**src/rtl/bin2bcd_seq_gen.sv**
```systemverilog
// Sequential binary-to-BCD converter (shift-and-add-3, one bit per cycle).
// Generic input width N, D output digits, and an optional two's-complement mode
// in which the magnitude is converted and the sign is reported separately.
// Results are held in output registers and change only when done pulses.
module bin2bcd_seq_gen #(
   parameter int N      = 16,
   parameter int D      = 5,
   parameter int SIGNED = 0
) (
   input  logic             clk,
   input  logic             rst,
   input  logic             start,
   input  logic [N-1:0]     in_data,
   output logic [4*D-1:0]   bcd,
   output logic             neg,
   output logic             ovf,
   output logic             ready,
   output logic             done
);

   // Number of bits needed to count down from N-1 to 0.
   function automatic int clog2_f(input int value);
      int r;
      r = 0;
      for (int i = 0; i < 32; i++) begin
         if ((1 << i) < value) begin
            r = i + 1;
         end else begin
            r = r;
         end
      end
      return r;
   endfunction

   localparam int CW = clog2_f(N);
   localparam int DW = 4 * D;

   // Add 3 to every digit that is 5 or more, so the next left shift carries
   // correctly into the neighbouring decimal digit.
   function automatic logic [DW-1:0] add3_f(input logic [DW-1:0] w);
      logic [DW-1:0] r;
      r = w;
      for (int k = 0; k < D; k++) begin
         if (w[4*k +: 4] >= 4'd5) begin
            r[4*k +: 4] = w[4*k +: 4] + 4'd3;
         end else begin
            r[4*k +: 4] = w[4*k +: 4];
         end
      end
      return r;
   endfunction

   typedef enum logic [1:0] {
      IDLE  = 2'd0,
      SHIFT = 2'd1,
      DONE  = 2'd2
   } state_t;

   state_t          state_r;
   logic [N-1:0]    sr_r;
   logic [DW-1:0]   w_r;
   logic [CW-1:0]   cnt_r;
   logic            sign_r;
   logic            ovf_int_r;

   logic [DW-1:0]   adj_s;
   logic [DW-1:0]   w_next_s;
   logic [N-1:0]    sr_next_s;
   logic            ovf_next_s;
   logic            neg_in_s;
   logic [N-1:0]    mag_s;

   // Per-cycle datapath: adjust digits, shift {w,sr} left, track lost bits,
   // and form the magnitude/sign of the operand offered on in_data.
   always_comb begin
      adj_s      = add3_f(w_r);
      w_next_s   = {adj_s[DW-2:0], sr_r[N-1]};
      sr_next_s  = {sr_r[N-2:0], 1'b0};
      ovf_next_s = ovf_int_r | adj_s[DW-1];
      if ((SIGNED != 0) && in_data[N-1]) begin
         neg_in_s = 1'b1;
         mag_s    = ~in_data + N'(1);
      end else begin
         neg_in_s = 1'b0;
         mag_s    = in_data;
      end
   end

   // Control FSM with working registers; results are latched on the last
   // shift so they are already valid during the done cycle.
   always_ff @(posedge clk) begin
      if (!rst) begin
         state_r   <= IDLE;
         sr_r      <= '0;
         w_r       <= '0;
         cnt_r     <= '0;
         sign_r    <= 1'b0;
         ovf_int_r <= 1'b0;
         bcd       <= '0;
         neg       <= 1'b0;
         ovf       <= 1'b0;
      end else begin
         case (state_r)
            IDLE: begin
               if (start) begin
                  sr_r      <= mag_s;
                  sign_r    <= neg_in_s;
                  w_r       <= '0;
                  ovf_int_r <= 1'b0;
                  cnt_r     <= CW'(N - 1);
                  state_r   <= SHIFT;
               end else begin
                  state_r   <= IDLE;
               end
            end
            SHIFT: begin
               w_r       <= w_next_s;
               sr_r      <= sr_next_s;
               ovf_int_r <= ovf_next_s;
               cnt_r     <= cnt_r - CW'(1);
               if (cnt_r == '0) begin
                  bcd     <= w_next_s;
                  ovf     <= ovf_next_s;
                  neg     <= sign_r;
                  state_r <= DONE;
               end else begin
                  state_r <= SHIFT;
               end
            end
            DONE: begin
               state_r <= IDLE;
            end
            default: begin
               state_r <= IDLE;
            end
         endcase
      end
   end

   assign ready = (state_r == IDLE);
   assign done  = (state_r == DONE);

endmodule
```
**config.mk**
```make
export PLATFORM = sky130hd
export DESIGN_NAME = bin2bcd_seq_gen
export DESIGN_NICKNAME = d
export VERILOG_FILES = /design/src/rtl/bin2bcd_seq_gen.sv
export SDC_FILE = /design/constraint.sdc
export NUM_CORES = 1
export LEC_CHECK = 0
export BUFFER_PORTS_ARGS = -buffer_cell sky130_fd_sc_hd__buf_2
export CORE_ASPECT_RATIO = 1.5
export CORE_MARGIN = 2
export CORE_UTILIZATION = 30
export CTS_CLUSTER_SIZE = 40
export DETAILED_ROUTE_END_ITERATION = 10
export PLACE_DENSITY = 0.46
export SYNTH_ARGS = -nofsm -noshare
export SYNTH_HDL_FRONTEND = slang
export SYNTH_SLANG_ARGS = --single-unit
```
**constraint.sdc**
```tcl
create_clock -name clk -period 4.79 [get_ports clk]
set_input_delay 0.479 -clock clk [delete_from_list [all_inputs] [get_ports clk]]
set_output_delay 0.479 -clock clk [all_outputs]
set_load 0.005 [all_outputs]
```
After elaboration in Yosys (flattened, before gate mapping)
Index checks and enable logic that the tools add are counted.

Bits in registers: 92. Input bits: 19. Output and inout bits: 24. Logic and storage cells: 43.

Add/subtract/negate cells: 6. $lt $le $gt $ge: 5. Equality and inequality tests: 3. Multiplexer cells: 16. Bitwise gates (word level): 1. Reduce and logical (&&, ||, !) cells: 5.

Operators with widths (count): one-hot mux 32 bit (2 select lines) (1); one-hot mux 20 bit (2 select lines) (1); logical NOT 32 bit (1); 2-to-1 mux 32 bit (1); one-hot mux 16 bit (2 select lines) (1); subtractor 32 x 1 -> 32 bit (second input constant) (1); adder 4 x 2 -> 4 bit (second input constant) (5); greater-or-equal comparator 4 x 3 -> 1 bit (second input constant) (5); 2-to-1 mux 20 bit (1); 2-to-1 mux 4 bit (5); 2-to-1 mux 16 bit (1); one-hot mux 2 bit (2 select lines) (1); AND reduction 2 bit (2); equality test 2 x 1 -> 1 bit (second input constant) (1); equality test 2 bit (second input constant) (1); logical NOT 2 bit (1); 2-to-1 mux 1 bit (2); 2-to-1 mux 2 bit (1); != test 2 bit (second input constant) (1); one-hot mux 1 bit (2 select lines) (1); nonzero test 2 bit (1); OR 1 bit (1).

Depth between registers and ports, before layout
Gate-level depths: netlist (run 1).

Depth in word-level cells: 4. Depth in mapped cells: 8. Mapped depth without buffers: 6.

Worst setup path before layout (run 1)
No wires, ideal clock.

Path kind: register to register. Start point: register cnt_r[20]. End point: register bcd[12]. Setup time: 0.088 ns. Arrival time: 1.787 ns. Path slack: 2.914 ns. Stages on the path, launching flop included: 7. Path buffers: 2. Clock period less this slack: 1.876 ns. Cells stage by stage: dfxtp_1 > nor3_1 > nand4_1 > or3_1 > buf_2 > buf_6 > o32ai_2.

Longest elaborated chain between the ends: 2.

Ends and longest elaborated chain: start: declaration (RTL line 62) `logic [CW-1:0] cnt_r;`; start signal: assignment (RTL line 110) `cnt_r <= CW'(N - 1);`; start signal: assignment (RTL line 120) `cnt_r <= cnt_r - CW'(1);`; logical NOT 32 bit (RTL line 121) `if (cnt_r == '0) begin`; AND reduction 2 bit (no line); end signal: assignment (RTL line 122) `bcd <= w_next_s;`; end: declaration (RTL line 14) `output logic [4*D-1:0] bcd,`.

Every way passes these cells. A chain may end at the register's enable or synchronous reset.

Worst setup path in the final report (run 1)
Start point: register cnt_r[20]. End point: register bcd[5].

Same word-level chain as after synthesis.

==> results_dict.tcl, run 1 <==
set metrics [dict create \
    cp_cell_sequence "nor3_1, nand4_1, or3_1, o32ai_1" \
    fin_setup_tns_ns 0 \
    final_cell_mix "dfxtp_1, nand2_1, a21oi_1" \
    power_density_nw_per_um2 461 \
    stdcell_area_sq_um 5230 \
    place_congestion 0.784 \
    drv_slew 0 \
    clock_skew_ns 0.00700 \
    grt_max_degree 47 \
    post_cts_buffers 0 \
    timing.final.crit_share_pct 52.6 \
    crit_type "reg2reg" \
    insertion_delay_ns 0.34 \
    crit_buf_inv 0 \
    crit_path_start_kind "flop" \
    async_reset_ff_share_pct 0 \
    period_needed_ns 2.52 \
    initial_utilization_pct 30.3 \
    cts.sinks 92 \
    ant_nets 0 \
    r2r_cells 4 \
    io_buffers 41 \
    slowest_delay_ns 0.80 \
    path_delay_family "simple AND/OR/NAND/NOR gates" \
    drt-pass1-iter-count 4 \
    syn_area_sq_um 4520 \
    core_sq_um 14900 \
    path_depth 4 \
    relSlewSlack_pct 26.6 \
    clock-root-buffer "clkbuf_16" \
    finalHoldViolCount 0 \
    wl_per_cell_microns 15.6 \
    clk_pin_slew_worst_paths_ns 0.07 \
    clock.fmax_mhz 397 \
    status "completed" \
    synth_fp_nets 558 \
    rows 55 \
    die_area_sq_um 16100 \
    die_x_microns 104 \
    synth-seq-cells 92 \
    worst_pin_slew_ns 1.10 \
    syn_area_per_cell_sq_um 8.56 \
    vdd_drop_max_v 0.000148 \
    io_pins 43 \
    holdBufCountCts 0 \
    grt_usage_pct 15.3 \
    drc 0 \
    synth_cell_types 51 \
    drtIter0Drc 110 \
    hold_class "in2reg" \
    yosysWarningCount 0 \
    p_total_uw 2410 \
    required_ns 5.03 \
    grt_pass1_wl_microns 19900 \
    vias 3971 \
    area_growth_pct 15.7 \
    drive_gt1_share_pct 16.0 \
    drv_cap 0 \
    synthFlopType "dfxtp_1" \
    cts_tree "yes" \
    critPathArrivalTime_ns 2.76 \
    syn_inst 528 \
    ys_seq_area_share_pct 40.7 \
    setup_viol 0 \
    place_hpwl_microns 8020 \
    cts_resized 0 \
    cts_made_buffers 9 \
    min_path_cells 3 \
    synth_edf_count 0 \
    dieHeight_microns 154 \
    layout_commonest_cell "dfxtp_1" \
    antenna_found_initial 0 \
    placed_cell_area_sq_um 4900 \
    crit_slowest_cell "or3_1" \
    fin_nets 582 \
    cts_max_level 3 \
    end_kind "flop" \
    worstPathMaxFanout 15 \
    rsz0062_at_grt "no" \
    overflow 0 \
    vias_per_cell 5.25 \
    grt_pass1_vias 3966 \
    wirelength_microns 11800 \
    total_leakage_power_uw 0.00199 \
    clockBufferDepth 2 \
    diodes 0 \
]
[flip-flops by register name, indices dropped and copies added, names as in the netlist]
signal / cells
state_r: 2
bcd: 20
ovf: 1
cnt_r: 32
sr_r: 16
w_r: 20
ovf_int_r: 1
[area by class of cell]
cell class                 count  area, sq um
clock buffer                  11          243
clock inverter                 5         85.1
fill                        1544         9700
inverter                      15         56.3
multi-input combinational    385         2490
sequential                    92         1840
tap                          199          249
timing repair buffer          49          265
[power breakdown]
group | total, uW | switching (uW) | internal (uW)
Clock | 778 | 304 | 474
Combinational | 717 | 478 | 239
Sequential | 918 | 77.5 | 841
Total | 2410 | 859 | 1550
[cell families after synthesis]
family          Yosys count  share of synthesized area [%]
simple gates            217                           25.6
compound gates          124                           18.8
flops                    92                           40.7
buf+inv                  51                           4.57
mux                      27                           6.12
fa+ha+maj                11                           3.04
xor+xnor                  5                          0.969
other cells               1                         0.0830
[worst reg2reg max path: cells and delay by family (launching register included)]
family / cells / cell delay (ns)
AO/OA/AOI/OAI: 1 / 0.39
flip-flops: 1 / 0.35
AND/OR/NAND/NOR: 3 / 1.67
[path summary, 6_finish.rpt]
| path | end | from | slack, ns |
|---|---|---|---|
| min | sr_r[0]$_SDFFE_PN0P_ | in_data[0] | 0.39 |
| max | bcd[5]$_SDFFE_PN0P_ | cnt_r[20]$_SDFFE_PN0P_ | 2.27 |
| max reg2reg | bcd[5]$_SDFFE_PN0P_ | cnt_r[20]$_SDFFE_PN0P_ | 2.27 |
| min reg2reg | sr_r[7]$_SDFFE_PN0P_ | sr_r[7]$_SDFFE_PN0P_ | 0.46 |
[routing by layer]
layer,share of wire (%),track usage (%)
met1,40,16.7
met2,54,29.0
met3,2.4,1.94
met4,3.3,7.34
met5,0,0
[stage by stage]
step	util (%)	setup WS, ns	hold WS [ns]	instances
6_report	35.0	2.27	0.389	756
3_3_place_gp	32.8	2.30	0.444	740
4_1_cts	35.0	2.25	0.382	756
3_5_place_dp	32.8	2.28	0.449	740
5_1_grt	35.0	2.07	0.399	756
2_1_floorplan	-	2.91	0.437	528
[cell usage after synthesis, drive strengths merged (2+ instances only)]
cell,number,area [sq um]
a211o,5,43.8
a211oi,2,15.0
a21oi,56,280
a22oi,15,113
and2,3,18.8
buf,6,37.5
clkbuf,30,113
dfxtp,92,1840
ha,11,138
inv,15,56.3
mux2,5,56.3
mux2i,22,220
nand2,58,218
nand2b,17,106
nand3,24,120
nand4,8,56.3
nor2,35,131
nor2b,2,12.5
nor3,17,90.1
nor3b,7,52.6
nor4,11,96.3
nor4b,2,23.8
o211a,5,50.1
o211ai,3,22.5
o21ai,13,65.1
o311ai,6,52.6
o32ai,14,168
or2,2,12.5
or3,13,81.3
or4,14,105
xor2,4,35.0
(Power assumes the default switching activity.)
==> inputs of run 2 (changes only) <==
==> constraint.sdc (replaced) <==
create_clock -name clk -period 2.55 [get_ports clk]
set_input_delay 0.255 -clock clk [delete_from_list [all_inputs] [get_ports clk]]
set_output_delay 0.255 -clock clk [all_outputs]
set_load 0.005 [all_outputs]
==> results_dict.tcl, run 2 (synthesis results as in run 1) <==
set metrics [dict create \
    reg_top3 "cnt_r (32), bcd (20), w_r (20)" \
    end_kind "flop" \
    r2r_end "bcd[6]$_SDFFE_PN0P_" \
    hp-start "in_data[0]" \
    crit_type "reg2reg" \
    clk_pin_slew_worst_paths_ns 0.07 \
    drive_gt1_share_pct 17.8 \
    drv_slew 0 \
    vias_per_cell 5.20 \
    drv_cap 0 \
    finalHoldViolCount 0 \
    clock_skew_ns 0.00865 \
    min_path_cells 3 \
    hold_class "in2reg" \
    largest_reg_flops 32 \
    rrSetupSlack_ns 0.43 \
    holdBufCountCts 0 \
    worstPathMaxFanout 15 \
    wirelength_microns 11600 \
    required_ns 2.80 \
    cts_tree "yes" \
    rsz0062_at_grt "no" \
    largest-register "cnt_r" \
    min_to "sr_r[0]$_SDFFE_PN0P_" \
    place_congestion 0.737 \
    overflow 0 \
    die_x_microns 104 \
    grt_max_degree 46 \
    cts_made_buffers 9 \
    fin_nets 593 \
    place_hpwl_microns 7990 \
    relSlewSlack_pct 50.7 \
    io_buffers 41 \
    vdd_drop_max_v 0.000328 \
    power_density_nw_per_um2 861 \
    crit_path_start_kind "flop" \
    dp_worst_setup_slack_ns 0.463 \
    insertion_delay_ns 0.35 \
    area_growth_pct 16.9 \
    grt_pass1_vias 3808 \
    rows 55 \
    total_leakage_power_uw 0.00202 \
    r2r-start "cnt_r[4]$_SDFFE_PN0P_" \
    grt_usage_pct 14.5 \
    antenna_found_initial 0 \
    drt-pass1-iter-count 4 \
    drtIter0Drc 179 \
    whs_ns 0.154 \
    grt_pass1_wl_microns 19000 \
    drc 0 \
    setup_ws_ns 0.432 \
    fin_setup_tns_ns 0 \
    layout_commonest_cell "dfxtp_1" \
    die_area_sq_um 16100 \
    clock.fmax_mhz 472 \
    timing.final.crit_share_pct 83.0 \
    period_needed_ns 2.12 \
    worst_pin_slew_ns 0.739 \
    r2r_cells 5 \
    post_cts_buffers 0 \
    cts_max_level 3 \
    clock-root-buffer "clkbuf_16" \
    ant_nets 0 \
    setup_viol 0 \
    status "completed" \
    p_total_uw 4550 \
    critPathArrivalTime_ns 2.37 \
    dieHeight_microns 154 \
    diodes 0 \
    core_sq_um 14900 \
    initial_utilization_pct 30.3 \
    cts.sinks 92 \
    clockBufferDepth 2 \
    wl_per_cell_microns 15.2 \
    cts_resized 0 \
    final_core_util_pct 35.4 \
    io_pins 43 \
    vias 3987 \
    final_cell_mix "dfxtp_1, nand2_1, a21oi_1" \
]
-- run 2: cell types whose count changed in the layout (fill, tap and decap cells not counted) --
cell,previous run,this run
buf_4,8,19
inv_6,0,1
clkinvlp_4,1,2
clkbuf_1,1,0
clkbuf_8,1,0
clkinv_2,0,1
bufinv_16,2,1
-- run 2: routing by layer --
metal  track usage [%]  vias to the layer above  part of all wire (%)
met5                 0                        -                     0
met2              27.9                       59                    53
li1                  -                     1996                     -
met3              2.11                       12                   2.4
met1              16.1                     1920                    43
met4              5.28                        0                   1.5
-- run 2: how the worst max path moves through the flow --
stage,start,endpoint,depth (start not counted)
after CTS,cnt_r[4]$_SDFFE_PN0P_,bcd[10]$_SDFFE_PN0P_,5
after global placement,cnt_r[4]$_SDFFE_PN0P_,bcd[9]$_SDFFE_PN0P_,5
after detailed placement,cnt_r[4]$_SDFFE_PN0P_,bcd[6]$_SDFFE_PN0P_,5
after floorplan,cnt_r[20]$_SDFFE_PN0P_,bcd[12]$_SDFFE_PN0P_,6
final,cnt_r[4]$_SDFFE_PN0P_,bcd[6]$_SDFFE_PN0P_,5
after global routing,cnt_r[4]$_SDFFE_PN0P_,bcd[8]$_SDFFE_PN0P_,5
-- run 2: through the flow --
step           instance area, sq um  std cells
2_1_floorplan                  4520        528
3_3_place_gp                   4980        751
3_5_place_dp                   4980        751
4_1_cts                        5290        767
5_1_grt                        5290        767
6_report                       5290        767
-- run 2: report_power, final --
group / total (uW) / switching (uW) / internal (uW) / leakage, uW
Combinational: 1450 / 915 / 540 / 0.00114
Clock: 1370 / 604 / 765 / 0.000142
Sequential: 1730 / 148 / 1580 / 0.000746
-- run 2: area by class of cell --
type / count / area, sq um
tap: 199 / 249
multi-input combinational: 385 / 2490
fill: 1554 / 9650
clock buffer: 9 / 225
clock inverter: 7 / 76.3
inverter: 15 / 56.3
sequential: 92 / 1840
timing repair buffer: 60 / 348
-- run 2: worst max-delay path, stage by stage, from the launching register on --
cell and delay [ns]:
dfxtp_1 0.36, nor4_4 0.48, nand4_2 0.28, or3_1 0.41, buf_4 0.21, o32ai_1 0.27
